## src/rtl/alu_int_iter.sv

```systemverilog
// Handshaked RV32I/RV64I OP/OP-IMM integer ALU. Single-cycle logic/add/compare;
// shifts run on an iterative shifter that moves SHIFT_STEP bits per cycle.
module alu_int_iter #(
    parameter int unsigned XLEN       = 32,
    parameter int unsigned SHIFT_STEP = 1,
    parameter int unsigned TAG_W      = 5
) (
    input  logic             clk,
    input  logic             rst,
    input  logic             flush,
    input  logic             in_valid,
    output logic             in_ready,
    input  logic [2:0]       in_funct3,
    input  logic             in_alt,
    input  logic             in_is_imm,
    input  logic [XLEN-1:0]  in_rs1,
    input  logic [XLEN-1:0]  in_rs2,
    input  logic [XLEN-1:0]  in_imm,
    input  logic [TAG_W-1:0] in_tag,
    output logic             out_valid,
    input  logic             out_ready,
    output logic [XLEN-1:0]  out_result,
    output logic [TAG_W-1:0] out_tag,
    output logic             busy
);

    localparam int unsigned SHW = $clog2(XLEN);
    localparam int unsigned CW  = $clog2(XLEN + 1);

    localparam logic [2:0] F3_ADD  = 3'b000;
    localparam logic [2:0] F3_SLL  = 3'b001;
    localparam logic [2:0] F3_SLT  = 3'b010;
    localparam logic [2:0] F3_SLTU = 3'b011;
    localparam logic [2:0] F3_XOR  = 3'b100;
    localparam logic [2:0] F3_SRL  = 3'b101;
    localparam logic [2:0] F3_OR   = 3'b110;
    localparam logic [2:0] F3_AND  = 3'b111;

    typedef enum logic [1:0] {
        S_IDLE,
        S_SHIFT,
        S_DONE
    } state_e;

    typedef enum logic [1:0] {
        SK_SLL,
        SK_SRL,
        SK_SRA
    } shift_kind_e;

    state_e            state_q, state_d;
    shift_kind_e       kind_q, kind_d;
    logic [XLEN-1:0]   result_q, result_d;
    logic [TAG_W-1:0]  tag_q, tag_d;
    logic [SHW-1:0]    remaining_q, remaining_d;

    logic              accept;
    logic [XLEN-1:0]   op_b;
    logic [SHW-1:0]    shamt;
    logic              is_shift;
    logic              is_sub;
    logic              lt_s;
    logic              lt_u;
    logic [XLEN-1:0]   op_res;
    shift_kind_e       new_kind;
    logic [CW-1:0]     step_amt;
    logic [SHW-1:0]    rem_next;
    logic [XLEN-1:0]   sra_mask;
    logic [XLEN-1:0]   shifted;

    // Handshake: a flush blocks acceptance in the same cycle.
    assign in_ready = !flush && ((state_q == S_IDLE) || ((state_q == S_DONE) && out_ready));
    assign accept   = in_valid && in_ready;

    // Operand selection and request decode.
    assign op_b     = in_is_imm ? in_imm : in_rs2;
    assign shamt    = op_b[SHW-1:0];
    assign is_shift = (in_funct3 == F3_SLL) || (in_funct3 == F3_SRL);
    assign is_sub   = in_alt && !in_is_imm;
    assign lt_s     = $signed(in_rs1) < $signed(op_b);
    assign lt_u     = in_rs1 < op_b;

    // Single-cycle results; a shift only lands here when its amount is zero.
    always_comb begin
        op_res = in_rs1;
        case (in_funct3)
            F3_ADD:  op_res = is_sub ? (in_rs1 - op_b) : (in_rs1 + op_b);
            F3_SLL:  op_res = in_rs1;
            F3_SLT:  op_res = XLEN'(lt_s);
            F3_SLTU: op_res = XLEN'(lt_u);
            F3_XOR:  op_res = in_rs1 ^ op_b;
            F3_SRL:  op_res = in_rs1;
            F3_OR:   op_res = in_rs1 | op_b;
            F3_AND:  op_res = in_rs1 & op_b;
            default: op_res = in_rs1;
        endcase
    end

    always_comb begin
        new_kind = SK_SRL;
        if (in_funct3 == F3_SLL) begin
            new_kind = SK_SLL;
        end else if (in_alt) begin
            new_kind = SK_SRA;
        end
    end

    // One shifter iteration of min(SHIFT_STEP, remaining) bits.
    assign step_amt = (CW'(remaining_q) < CW'(SHIFT_STEP)) ? CW'(remaining_q) : CW'(SHIFT_STEP);
    assign rem_next = remaining_q - SHW'(step_amt);
    assign sra_mask = ~({XLEN{1'b1}} >> step_amt);

    // SRA keeps the original sign in the MSB at every step, so it is the fill bit.
    always_comb begin
        shifted = result_q >> step_amt;
        case (kind_q)
            SK_SLL:  shifted = result_q << step_amt;
            SK_SRL:  shifted = result_q >> step_amt;
            SK_SRA:  shifted = (result_q >> step_amt) | (result_q[XLEN-1] ? sra_mask : '0);
            default: shifted = result_q >> step_amt;
        endcase
    end

    // Next-state and datapath update.
    always_comb begin
        state_d     = state_q;
        kind_d      = kind_q;
        result_d    = result_q;
        tag_d       = tag_q;
        remaining_d = remaining_q;
        if (flush) begin
            state_d     = S_IDLE;
            remaining_d = '0;
        end else begin
            case (state_q)
                S_SHIFT: begin
                    result_d    = shifted;
                    remaining_d = rem_next;
                    if (rem_next == '0) begin
                        state_d = S_DONE;
                    end
                end
                S_DONE: begin
                    if (out_ready) begin
                        state_d = S_IDLE;
                    end
                end
                default: state_d = state_q;
            endcase
            if (accept) begin
                tag_d = in_tag;
                if (is_shift && (shamt != '0)) begin
                    state_d     = S_SHIFT;
                    result_d    = in_rs1;
                    remaining_d = shamt;
                    kind_d      = new_kind;
                end else begin
                    state_d     = S_DONE;
                    result_d    = op_res;
                    remaining_d = '0;
                end
            end
        end
    end

    always_ff @(posedge clk) begin
        if (rst) begin
            state_q     <= S_IDLE;
            kind_q      <= SK_SLL;
            result_q    <= '0;
            tag_q       <= '0;
            remaining_q <= '0;
        end else begin
            state_q     <= state_d;
            kind_q      <= kind_d;
            result_q    <= result_d;
            tag_q       <= tag_d;
            remaining_q <= remaining_d;
        end
    end

    assign out_valid  = (state_q == S_DONE);
    assign busy       = (state_q != S_IDLE);
    assign out_result = result_q;
    assign out_tag    = tag_q;

endmodule

```

## config.mk

```make
export PLATFORM = sky130hd
export DESIGN_NAME = alu_int_iter
export DESIGN_NICKNAME = d
export VERILOG_FILES = /design/src/rtl/alu_int_iter.sv
export SDC_FILE = /design/constraint.sdc
export NUM_CORES = 1
export LEC_CHECK = 0
export ABC_AREA = 1
export ABC_CLOCK_PERIOD_IN_PS = 6580
export BUFFER_PORTS_ARGS = -buffer_cell sky130_fd_sc_hd__buf_2
export CELL_PAD_IN_SITES_DETAIL_PLACEMENT = 1
export CELL_PAD_IN_SITES_GLOBAL_PLACEMENT = 1
export CORE_MARGIN = 3
export CORE_UTILIZATION = 43
export CTS_CLUSTER_SIZE = 14
export DETAILED_ROUTE_END_ITERATION = 6
export GPL_ROUTABILITY_DRIVEN = 1
export PLACE_DENSITY = 0.9
export SLEW_MARGIN = 40
export SYNTH_ARGS = -nofsm -noshare
export SYNTH_HDL_FRONTEND = slang
export SYNTH_SLANG_ARGS = --single-unit
```

## constraint.sdc

```tcl
create_clock -name clk -period 6.58 [get_ports clk]
set_input_delay 1.316 -clock clk [delete_from_list [all_inputs] [get_ports clk]]
set_output_delay 1.316 -clock clk [all_outputs]
set_load 0.01 [all_outputs]
```

==> impl_metrics.tcl <==
set metrics [dict create \
    status "finished clean" \
    r2r-start "state_q[1]" \
    ant_nets 0 \
    synth_edf_count 0 \
    synth.area.mux_share 0 \
    worst-path-stages 23 \
    ys_top_cells_by_area "nand2_1 16%, ha_1 13%, dfxtp_1 9.9%" \
    drt_iter0_drc 1107 \
    tns_ns 0 \
    syn_area_sq_mm 0.00927 \
    power_density_mw_per_mm2 148 \
    cts_buffers 5 \
    synthSimpleGateAreaFrac 0.331 \
    crit_end "out_result[18]" \
    path_buf_inv 5 \
    dp_cells 2007 \
    async_reset_ff_frac 0 \
    synth_seq_cells 46 \
    cts_sinks 46 \
    grt_max_degree 40 \
    drive_gt1_frac 0.136 \
    r2r_cells 11 \
    cts_root_buf "clkbuf_16" \
    post-cts-setup-buffers 0 \
    max_stage_delay_ns 0.45 \
    maxSlewViolCount 0 \
    setup_slack_ns 1.81 \
    grt_antenna_before_repair 0 \
    synth_top_area_cell "nand2_1" \
    multiInputGateArea_sq_mm 0.00704 \
    area_growth_syn_to_layout_pct 10.6 \
    skew_ns 0.00553 \
    postSynthCellCount 1644 \
    syn_area_per_cell_sq_um 5.64 \
    regArea_sq_um 921 \
    final_cell_count_no_fill 2016 \
    required_ns 6.82 \
    hold_buffers 0 \
    num_rows 53 \
    synth_cell_types 56 \
    grt_use_total 0.381 \
    synth_compound_area_frac 0.283 \
    synth_nets 1854 \
    fillerInstances 3172 \
    pwr-share-clk 0.189 \
    worst_pin_slew_ns 0.849 \
    n_antenna_cell 0 \
    dp_hpwl_um 37600 \
    vias 12300 \
    finalHoldViolations 0 \
    pwr-share-comb 0.608 \
    synth_fa_ha_area_frac 0.135 \
    rrSetupSlack_ns 3.14 \
    nNetsFinal 1950 \
    internal_power_mw 0.711 \
    rsz0062_at_grt "no" \
    grt-ovfl-total 0 \
    start_util 0.440 \
    cp_slowest_cell "inv_2" \
    finalCritPeriodShare 0.725 \
    startpoint "in_is_imm" \
    hold_class "flop to flop" \
    cp-end-kind "flop" \
    fp.coreArea_sq_mm 0.0211 \
    p_leak_nw 5.25 \
    die_w_um 153 \
    vdd.ir_drop.worst_uv 90.1 \
    timing.critical_path.cells "buf_2, inv_2, or2_1, o21ai_0, inv_1, ha_1, inv_1, fa_1, inv_1, nand3_1, nand2_1, nand2_1, nand2_1, nand2_1, nand2_1, nand2_1, nand2_1, nand2_1, nand3_1, nand3_1, nand2_1, nand2_1, a21oi_1" \
    gp_congestion 1.08 \
    period_needed_ns 4.77 \
    dp_slack_ns 1.55 \
    clock_path_buffers 2 \
    dieArea_sq_mm 0.0234 \
    crit_arrival_ns 5.01 \
    relSlewSlack 0.430 \
    clkSlewWorstSetupHoldPaths_ns 0.08 \
    htreeDepth 2 \
    r2r-end "out_result[11]" \
    switching_power_mw 0.812 \
    max_freq_ghz 0.210 \
    critPathKind "primary input to flop" \
    synth_top_cell_area_share 0.162 \
    clk_latency_ns 0.31 \
    finalSetupViolCount 0 \
    post_cts_resized 0 \
    critPathTopFamily "simple AND/OR/NAND/NOR gates" \
    routed_wirelength_um 46900 \
    worst_setup_path_start_kind "primary input" \
    grt_pass1_vias 12400 \
    ys.flop_type "dfxtp_1" \
    io_buffers 150 \
    drc 0 \
    seq_area_frac_synth 0.0993 \
    cts_tree "yes" \
    firstDrtPassIters 5 \
    io_pins 151 \
    crit_top_cell "nand2_1" \
    fp.dieH_um 153 \
    p_seq_frac 0.203 \
    synth_top_family_by_area "simple AND/OR/NAND/NOR gates" \
    crit_fanout 33 \
    maxCapViolCount 0 \
    synthXorXnorAreaFrac 0.00661 \
    ys_warn_count 0 \
    routedWlPerCell_um 23.3 \
    via_per_inst 6.11 \
    grt_pass1_wl_um 70800 \
    swShare 0.533 \
]
[final cells by class]
class | instances | share of cell area
Inverter | 255 | 0.0937
Multi-Input combinational cell | 1273 | 0.687
Timing Repair Buffer | 159 | 0.0817
Clock inverter | 3 | 0.00232
Tap cell | 275 | 0.0336
Clock buffer | 5 | 0.0122
Sequential cell | 46 | 0.0898
[worst reg2reg max path, cell delays in order (launching register included)]
cell and delay (ns):
dfxtp_1 0.36, inv_1 0.08, nor2_2 0.11, nand2_1 0.12, a21oi_2 0.21, nand2_4 0.31, nand2_4 0.24, inv_4 0.06
nor2_4 0.64, inv_2 0.53, a211oi_1 0.51, a21oi_1 0.15
[sequential cells by signal (all words and copies together) (netlist names)]
signal and flops:
remaining_q 5, out_tag 5, out_result 32, state_q 2, kind_q 2
[synth_stat cells (5+ instances only)]
library cell and n:
a211oi_1 25, a21oi_1 139, a221oi_1 37, buf_2 30, buf_6 9, clkbuf_1 26
dfxtp_1 46, ha_1 97, inv_1 244, inv_2 7, nand2_1 399, nand2_2 5
nand3_1 96, nand4_1 13, nor2_1 144, nor3_1 18, o211ai_1 11, o21ai_0 160
o21ai_1 9, o21bai_1 13, o221ai_1 10, o22ai_1 13, or2_2 32, xor2_1 7
[stage by stage]
stage               utilization  total power, mW  cell area, sq um  hold slack [ns]
detailed placement        0.478             1.20             10100            0.467
global route              0.486             1.61             10300            0.500
CTS                       0.485             1.49             10200            0.478
floorplan                     -            0.888              9270            0.443
finish                    0.486             1.52             10300            0.468
global placement          0.478             1.18             10100            0.450
[metal layers]
layer | track usage | routed length (um) | share of wire
met5 | 0 | 0 | 0
met4 | 0.225 | 3200 | 0.068
met3 | 0.0419 | 3110 | 0.066
met2 | 0.657 | 22300 | 0.48
met1 | 0.456 | 18300 | 0.39
[cells in the final DEF, fill, tap and decap left out, types with 25 or more instances in the layout]
cell and count:
ha_1 97, a221oi_1 37, a211oi_1 25, nand2_1 398
or2_2 32, dfxtp_1 46, inv_1 243, nand3_1 95
a21oi_1 139, o21ai_0 160, buf_2 150, nor2_1 141
[logic make-up after synthesis]
logic type               count (synthesis)
buffers and inverters                  325
adder cells (fa/ha/maj)                 99
flip-flops                              46
AO/OA/AOI/OAI                          441
XOR/XNOR                                 7
AND/OR/NAND/NOR                        726
[worst min path at each step]
| stage | startpoint | end | cells past startpoint |
|---|---|---|---|
| 2_1_floorplan | remaining_q[0] | remaining_q[0] | 2 |
| 3_3_place_gp | out_tag[2] | out_tag[2] | 2 |
| 3_5_place_dp | out_tag[3] | out_tag[3] | 2 |
| 4_1_cts | out_tag[3] | out_tag[3] | 2 |
| 5_1_grt | out_tag[4] | out_tag[4] | 2 |
| 6_report | out_tag[4] | out_tag[4] | 2 |
[power groups by stage]
| stage | logic (mW) | registers [mW] | clock network (mW) |
|---|---|---|---|
| CTS | 0.898 | 0.307 | 0.285 |
| floorplan | 0.574 | 0.314 | 0 |
| finish | 0.926 | 0.308 | 0.288 |
| detailed placement | 0.891 | 0.313 | 0 |
| global route | 1.00 | 0.310 | 0.300 |
| global placement | 0.866 | 0.313 | 0 |
(Power assumes the default switching activity.)
